### src/rtl/pcs_block_sync.sv
// 64b/66b PCS block synchroniser: hunts for sync-header alignment by slipping the gearbox,
// declares lock after a clean window. Optional stats outputs under `PCS_BLOCK_SYNC_STATS_EN`.
module pcs_block_sync #(
  parameter int HDR_WIDTH    = 2,
  parameter int SH_CNT_MAX   = 64,
  parameter int SH_INVLD_MAX = 16,
  parameter int SLIP_WAIT    = 4
) (
  input  logic                 i_clk,
  input  logic                 i_reset,
  input  logic [HDR_WIDTH-1:0] i_rx_hdr,
  input  logic                 i_rx_hdr_valid,
  output logic                 o_block_lock,
`ifdef PCS_BLOCK_SYNC_STATS_EN
  output logic [15:0]          o_slip_count,
  output logic [15:0]          o_lock_loss_count,
`endif
  output logic                 o_rx_slip
);

  localparam int CNT_W  = $clog2(SH_CNT_MAX + 1);
  localparam int INV_W  = $clog2(SH_INVLD_MAX + 1);
  localparam int WAIT_W = (SLIP_WAIT > 0) ? $clog2(SLIP_WAIT + 1) : 1;

  typedef enum logic [1:0] {
    S_RESET_CNT,
    S_TEST_SH,
    S_SLIP,
    S_SLIP_WAIT
  } state_t;

  state_t             state;
  logic [CNT_W-1:0]   sh_cnt;
  logic [INV_W-1:0]   sh_invld_cnt;
  logic [WAIT_W-1:0]  wait_cnt;

  logic               hdr_ok;
  logic [CNT_W-1:0]   cnt_inc;
  logic [INV_W-1:0]   invld_inc;

  // NOTE: every always_comb output gets a value on every path, so no latch is inferred.
  always_comb begin
    hdr_ok    = (i_rx_hdr == HDR_WIDTH'(1)) || (i_rx_hdr == HDR_WIDTH'(2));
    cnt_inc   = sh_cnt + CNT_W'(1);
    invld_inc = sh_invld_cnt + (hdr_ok ? INV_W'(0) : INV_W'(1));
  end

  // NOTE: state and registered outputs use non-blocking assignments so every register
  // samples the same pre-edge values.
  always_ff @(posedge i_clk or posedge i_reset) begin
    if (i_reset) begin
      state        <= S_RESET_CNT;
      sh_cnt       <= '0;
      sh_invld_cnt <= '0;
      wait_cnt     <= '0;
      o_block_lock <= 1'b0;
      o_rx_slip    <= 1'b0;
    end else begin
      o_rx_slip <= 1'b0;
      case (state)
        S_RESET_CNT: begin
          sh_cnt       <= '0;
          sh_invld_cnt <= '0;
          state        <= S_TEST_SH;
        end
        S_TEST_SH: begin
          if (i_rx_hdr_valid) begin
            sh_cnt       <= cnt_inc;
            sh_invld_cnt <= invld_inc;
            // Loss-of-lock outranks window completion when both land on the same header.
            if (!o_block_lock && !hdr_ok) begin
              state     <= S_SLIP;
              o_rx_slip <= 1'b1;
            end else if (o_block_lock && invld_inc == INV_W'(SH_INVLD_MAX)) begin
              o_block_lock <= 1'b0;
              state        <= S_SLIP;
              o_rx_slip    <= 1'b1;
            end else if (cnt_inc == CNT_W'(SH_CNT_MAX)) begin
              o_block_lock <= 1'b1;
              state        <= S_RESET_CNT;
            end
          end
        end
        S_SLIP: begin
          sh_cnt       <= '0;
          sh_invld_cnt <= '0;
          wait_cnt     <= '0;
          state        <= (SLIP_WAIT == 0) ? S_RESET_CNT : S_SLIP_WAIT;
        end
        S_SLIP_WAIT: begin
          // Headers are discarded while the gearbox settles after the slip.
          if (i_rx_hdr_valid) begin
            if (wait_cnt == WAIT_W'(SLIP_WAIT - 1)) begin
              wait_cnt <= '0;
              state    <= S_RESET_CNT;
            end else begin
              wait_cnt <= wait_cnt + WAIT_W'(1);
            end
          end
        end
        default: state <= S_RESET_CNT;
      endcase
    end
  end

`ifdef PCS_BLOCK_SYNC_STATS_EN
  logic lock_d;

  always_ff @(posedge i_clk or posedge i_reset) begin
    if (i_reset) begin
      lock_d            <= 1'b0;
      o_slip_count      <= '0;
      o_lock_loss_count <= '0;
    end else begin
      lock_d <= o_block_lock;
      if (o_rx_slip && o_slip_count != 16'hFFFF)
        o_slip_count <= o_slip_count + 16'd1;
      if (lock_d && !o_block_lock && o_lock_loss_count != 16'hFFFF)
        o_lock_loss_count <= o_lock_loss_count + 16'd1;
    end
  end
`endif

endmodule

### config.mk
export PLATFORM = sky130hd
export DESIGN_NAME = pcs_block_sync
export DESIGN_NICKNAME = d
export VERILOG_FILES = /design/src/rtl/pcs_block_sync.sv
export SDC_FILE = /design/constraint.sdc
export NUM_CORES = 1
export LEC_CHECK = 0
export CORE_MARGIN = 2
export CORE_UTILIZATION = 60
export DETAILED_ROUTE_END_ITERATION = 12
export PLACE_DENSITY = 0.81
export SLEW_MARGIN = 30
export SYNTH_ARGS = -nofsm -noshare
export SYNTH_HDL_FRONTEND = slang
export SYNTH_SLANG_ARGS = --single-unit
### constraint.sdc
create_clock -name i_clk -period 5.1 [get_ports i_clk]
set_input_delay 1.02 -clock i_clk [delete_from_list [all_inputs] [get_ports i_clk]]
set_output_delay 1.02 -clock i_clk [all_outputs]
set_load 0.05 [all_outputs]
# Yosys cells after proc, flatten, opt, wreduce, memory -nomap -nowiden
# Cells that the tools add are included.
[op_classes]
muxes = 21
n_bitwise = 1
addsub = 3
eq_ne = 12
reduce_logical = 14
[ops]
columns = ["op", "count"]
rows = [
  ["$pmux W7 S2", 1],
  ["$mux W2", 6],
  ["$pmux W5 S2", 1],
  ["$pmux W2 S4", 1],
  ["$reduce_and A4 Y1", 2],
  ["$add A7 B1 Y7 const B", 1],
  ["$eq A7 B7 Y1 const B", 1],
  ["$mux W1", 7],
  ["$mux W7", 1],
  ["$eq A2 B2 Y1 const B", 3],
  ["$mux W3", 2],
  ["$ne A2 B2 Y1 const B", 3],
  ["$pmux W3 S2", 1],
  ["$reduce_bool A2 Y1", 3],
  ["$add A5 B1 Y5", 1],
  ["$eq A5 B5 Y1 const B", 1],
  ["$mux W5", 1],
  ["$eq A2 B1 Y1 const B", 2],
  ["$ne A4 B4 Y1 const B", 1],
  ["$reduce_and A2 Y1", 2],
  ["$add A3 B1 Y3 const B", 1],
  ["$eq A3 B2 Y1 const B", 1],
  ["$logic_and A1 B1 Y1", 2],
  ["$logic_not A1 Y1", 2],
  ["4 further kinds", 4],
]
[word_totals]
ff_bits = 19
out_inout_bits = 2

# Depth between registers and ports, before layout
[logic_depth]
ltp_word = 10
mapped_depth = 7
depth_no_buf = 7

# Least setup slack after synthesis
# No wires, ideal clock.
[synth_timing]
path_type = "in2reg"
start = "input i_rx_hdr[1]"
end = "register state[0]"
setup_time_ps = 120
t_arrival_ps = 2743
required_ps = 4980
setup_slack_ps = 2237
cell_stages = 7
path_buffers = 0
cell_sequence = "xnor2_1 > ha_1 > ha_1 > or3b_2 > o2bb2ai_4 > a31oi_2 > a31o_1"
[synth_between]
elab_chain_cells = 10
word_cells_on_any_way = 15
classes_between = "1 x add/sub; 4 x eq/ne; 5 x mux; 5 x reduce/logical"
[synth_lines]
columns = ["item", "line", "text"]
rows = [
  ["from (decl)", "11", "input logic [HDR_WIDTH-1:0] i_rx_hdr,"],
  ["$eq A2 B1 Y1 or $eq A2 B2 Y1 (tied branches)", "43", "hdr_ok = (i_rx_hdr == HDR_WIDTH'(1)) || (i_rx_hdr == HDR_WIDTH'(2));"],
  ["$logic_or A1 B1 Y1 *", "43", ""],
  ["$mux W1", "45", "invld_inc = sh_invld_cnt + (hdr_ok ? INV_W'(0) : INV_W'(1));"],
  ["$add A5 B1 Y5", "45", ""],
  ["$eq A5 B5 Y1", "74", "end else if (o_block_lock && invld_inc == INV_W'(SH_INVLD_MAX)) begin"],
  ["$logic_and A1 B1 Y1", "74", ""],
  ["$mux W2", "74", ""],
  ["$mux W2", "71", "if (!o_block_lock && !hdr_ok) begin"],
  ["$mux W2", "67", "if (i_rx_hdr_valid) begin"],
  ["$pmux W2 S4", "60", "case (state)"],
  ["to (signal assigned)", "88", "state <= (SLIP_WAIT == 0) ? S_RESET_CNT : S_SLIP_WAIT;"],
  ["to (decl)", "32", "state_t state;"],
]
# Mark *: on every way between the ends. The rest lies on a longest branch, timed or not. The select of a mux whose other input is x is not followed.
# A chain may end at the register's enable or synchronous reset.

# Final worst setup path
# Same ends and word-level chain as after synthesis.

==> results.sh <==
export IMPL_maxCapViolations=0
export IMPL_post_synthesis_net_count=113
export IMPL_status="finished, final reports clean"
export IMPL_postCtsSetupBuffers=0
export IMPL_hpwl_microns=1380
export IMPL_drt_pre_antenna_iters=4
export IMPL_timing_final_crit_period_ns=3.05
export IMPL_detail_route_antenna_nets=0
export IMPL_height_of_the_die_microns=45.9
export IMPL_place_congestion=0.893
export IMPL_fillerInstances=139
export IMPL_internal_power_uw=349
export IMPL_cellLeakagePower_uw=0.000518
export IMPL_io_pins=7
export IMPL_placedCellCount=124
export IMPL_num_rows=15
export IMPL_p_sw_frac=0.413
export IMPL_critical_path_max_fanout=3
export IMPL_globalRouteTotalUtil=0.225
export IMPL_global_route_overflow_total=0
export IMPL_critPathTopFamily="adder cells"
export IMPL_synth_simple_gate_area_share=0.226
export IMPL_synth_top_family_by_area="simple AND/OR/NAND/NOR gates"
export IMPL_asyncSetResetFlopFracSynth=1.00
export IMPL_critical_path_cell_chain="clkdlybuf4s50_1 -> xnor2_1 -> ha_1 -> ha_1 -> or3b_2 -> o2bb2ai_4 -> a31oi_2 -> a31o_1"
export IMPL_netlist_instances=104
export IMPL_grt_first_pass_wirelength_microns=3280
export IMPL_finalMaxSlewViolations=0
export IMPL_power_combinational_fraction=0.399
export IMPL_max_clock_path_buffers=2
export IMPL_floorplan_initialDensity=0.624
export IMPL_synth_edf_count=0
export IMPL_setup_repair_after_global_routing_missed_its_margin="false"
export IMPL_cts_inserted_buffers=3
export IMPL_critical_path_top_delay_cell="or3b_2"
export IMPL_fp_coreArea_sq_um=1690
export IMPL_synth_area_mux_share=0.0392
export IMPL_fin_crit_sh=0.598
export IMPL_synth_compound_gate_area_share=0.120
export IMPL_initialDrtViolationCount=11
export IMPL_detail_route_vias_per_cell=6.14
export IMPL_synth_adder_area_share=0.0475
export IMPL_instances_no_fill=128
export IMPL_post_cts_hold_buffer_count=0
export IMPL_clockRootBuffer="clkbuf_4"
export IMPL_io_buffers=6
export IMPL_critPathCaptureType="register"
export IMPL_tritoncts="done"
export IMPL_synth_top_cells_by_area="dfrtp_1 45%, xor2_1 6.7%, nor2_1 5.3%"
export IMPL_clock_latency_ns=0.30
export IMPL_wl_per_cell_microns=15.3
export IMPL_first_global_vias=739
export IMPL_total_switching_power_uw=246
export IMPL_die_area_sq_um=2110
export IMPL_synth_yosys_warnings=0
export IMPL_ys_flop_type="dfrtp_1"
export IMPL_synth_top_area_frac=0.451
export IMPL_die_width_microns=45.9
export IMPL_timing_slew_headroom=0.523
export IMPL_antenna_diode_count=0
export IMPL_finalSetupViolations=0
export IMPL_ys_seq_area_frac=0.451
export IMPL_number_of_sinks_driven_by_the_clock_tree=19
export IMPL_detailroute_via_count=786
export IMPL_synth_top_cells_by_count="19 x dfrtp_1, 15 x nor2_1, 10 x nand2_1"
export IMPL_yosysUniqueCellTypes=37
export IMPL_netlist_top_cell_by_area="dfrtp_1"
export IMPL_timing_critical_path_arrival_ns=3.25
export IMPL_syn_cell_area_sq_um=1050
export IMPL_syn_area_per_cell_sq_um=10.1
export IMPL_grt_antenna_before_repair=0
export IMPL_setup_worst_path_class="input pin to register"
export IMPL_clock_skew_final_ns=0.00158
export IMPL_share_seq_of_total_power=0.470
export IMPL_drc=0
export IMPL_holdWs_ns=0.538
export IMPL_htree_levels=1
export IMPL_worstPathBufferInverterCount=1
export IMPL_critical_path_top_cell_by_count="ha_1"
export IMPL_report_final_hold_viol_count=0
export IMPL_worst_path_largest_cell_delay_ns=0.51
export IMPL_synth_ff_latch_count=19
export IMPL_worstPathRequired_ns=5.30
export IMPL_wirelength_microns=1960
export IMPL_min_path_type="register to register"
export IMPL_vdd_drop_max_mv=0.310
export IMPL_power_per_cell_area_nw_per_um2=520
export IMPL_post_cts_resized=0
export IMPL_syn2layout_area_growth_pct=8.67
export IMPL_clock_transition_at_the_registers_of_the_reported_paths_ns=0.11
export IMPL_layout_nets=121
export IMPL_yosys_area_share_xor_xnor=0.0831
export IMPL_layout_drive_gt1_share=0.126
export IMPL_power_share_clock=0.131
export IMPL_critPathLaunchType="input pin"
export IMPL_synth_most_common_cell="dfrtp_1"
export IMPL_timing_worst_slew_pin_value_ns=0.715
export IMPL_fmax_ghz=0.328
export IMPL_grt_start_max_net_pins=20
export IMPL_setup_tns_ns=0
## logic make-up (layout without fill, tap and decap cells)
family,count (synthesis),count (layout)
AOI/OAI and AO/OA,13,13
xor gates and xnor gates,10,10
adders and majority gates,4,4
buffers and inverters,7,14
DFF,19,19
muxes,4,4
and+or+nand+nor,47,47
## worst register-to-register path: cells and delay by family (launching register included)
family | cells | cell delay (ns)
flops | 1 | 0.39
compound gates | 3 | 0.44
fa+ha+maj | 2 | 0.54
simple gates | 1 | 0.51
## sequential cells by signal, indices dropped and copies added, names as in the netlist, named ones only
register / cells
sh_invld_cnt: 5
state: 1
sh_cnt: 7
o_rx_slip: 1
wait_cnt: 3
o_block_lock: 1
## power groups by stage
| stage | Combinational [uW] | Sequential, uW | Clock (uW) |
|---|---|---|---|
| after floorplan | 197 | 266 | 0 |
| after CTS | 239 | 277 | 80.8 |
| final | 238 | 280 | 77.8 |
| after global placement | 225 | 276 | 0 |
| after global routing | 268 | 288 | 87.9 |
| after detailed placement | 237 | 280 | 0 |
## placed cells by master, fill, tap and decap left out
cell,synthesis,final
nor3_1,4,4
or3b_2,1,1
nor2b_2,0,1
a2bb2oi_1,1,1
or3_1,1,1
clkdlybuf4s50_1,0,6
xnor2_1,2,2
a22o_1,1,1
a31o_1,1,1
a31oi_2,1,1
o21ai_2,1,1
ha_1,4,4
nand2b_1,1,1
or2b_1,1,1
xor2_1,8,8
mux2_2,1,1
clkinv_2,0,1
clkbuf_4,0,3
a21oi_1,1,1
and2_2,1,1
or4b_4,1,1
nor2_1,15,15
nand4b_1,1,1
o2bb2ai_4,1,1
o21ai_0,2,2
nand4_1,3,3
o31ai_2,1,1
inv_1,4,4
or2_2,1,1
mux2i_1,3,3
nand2_1,10,10
nand3_1,3,3
o2111ai_1,1,1
and3_1,3,3
dfrtp_1,19,19
a21boi_0,1,1
o211ai_1,1,1
## cell type report
| class | count | area, sq um | share of cell area |
|---|---|---|---|
| clock inverters | 1 | 5.00 | 0.00437 |
| clock buffers | 3 | 22.5 | 0.0197 |
| flip-flops and latches | 19 | 475 | 0.415 |
| inverters | 4 | 15.0 | 0.0131 |
| well taps | 17 | 21.3 | 0.0186 |
| multi-input cells | 78 | 546 | 0.477 |
| repair buffers | 6 | 60.1 | 0.0525 |
## routing by layer
| layer | track usage | part of all wire |
|---|---|---|
| met2 | 0.358 | 0.50 |
| met1 | 0.284 | 0.45 |
| met4 | 0.137 | 0.026 |
| met5 | 0 | 0 |
| met3 | 0.0357 | 0.020 |
## worst paths after layout
kind                                       from         endpoint  slack (ns)  cells after the start
worst max-delay path                i_rx_hdr[1]         state[0]        2.05                      8
worst min-delay path            sh_invld_cnt[0]  sh_invld_cnt[0]        0.54                      2
worst max register to register  sh_invld_cnt[0]         state[0]        3.13                      6
worst min register to register  sh_invld_cnt[0]  sh_invld_cnt[0]        0.54                      2
max in group asynchronous               i_reset  sh_invld_cnt[1]        3.51                      2
min in group asynchronous               i_reset        sh_cnt[5]        1.14                      2
## per-stage QoR
stage | power [uW] | setup slack, ns | utilization | area (sq um)
6_report | 595 | 2.05 | 0.678 | 1140
5_1_grt | 644 | 1.91 | 0.678 | 1140
4_1_cts | 597 | 2.05 | 0.676 | 1140
3_5_place_dp | 517 | 1.71 | 0.660 | 1110
3_3_place_gp | 501 | 1.76 | 0.660 | 1110
2_1_floorplan | 464 | 2.24 | - | 1050
Power figures use the tool's default switching activity.
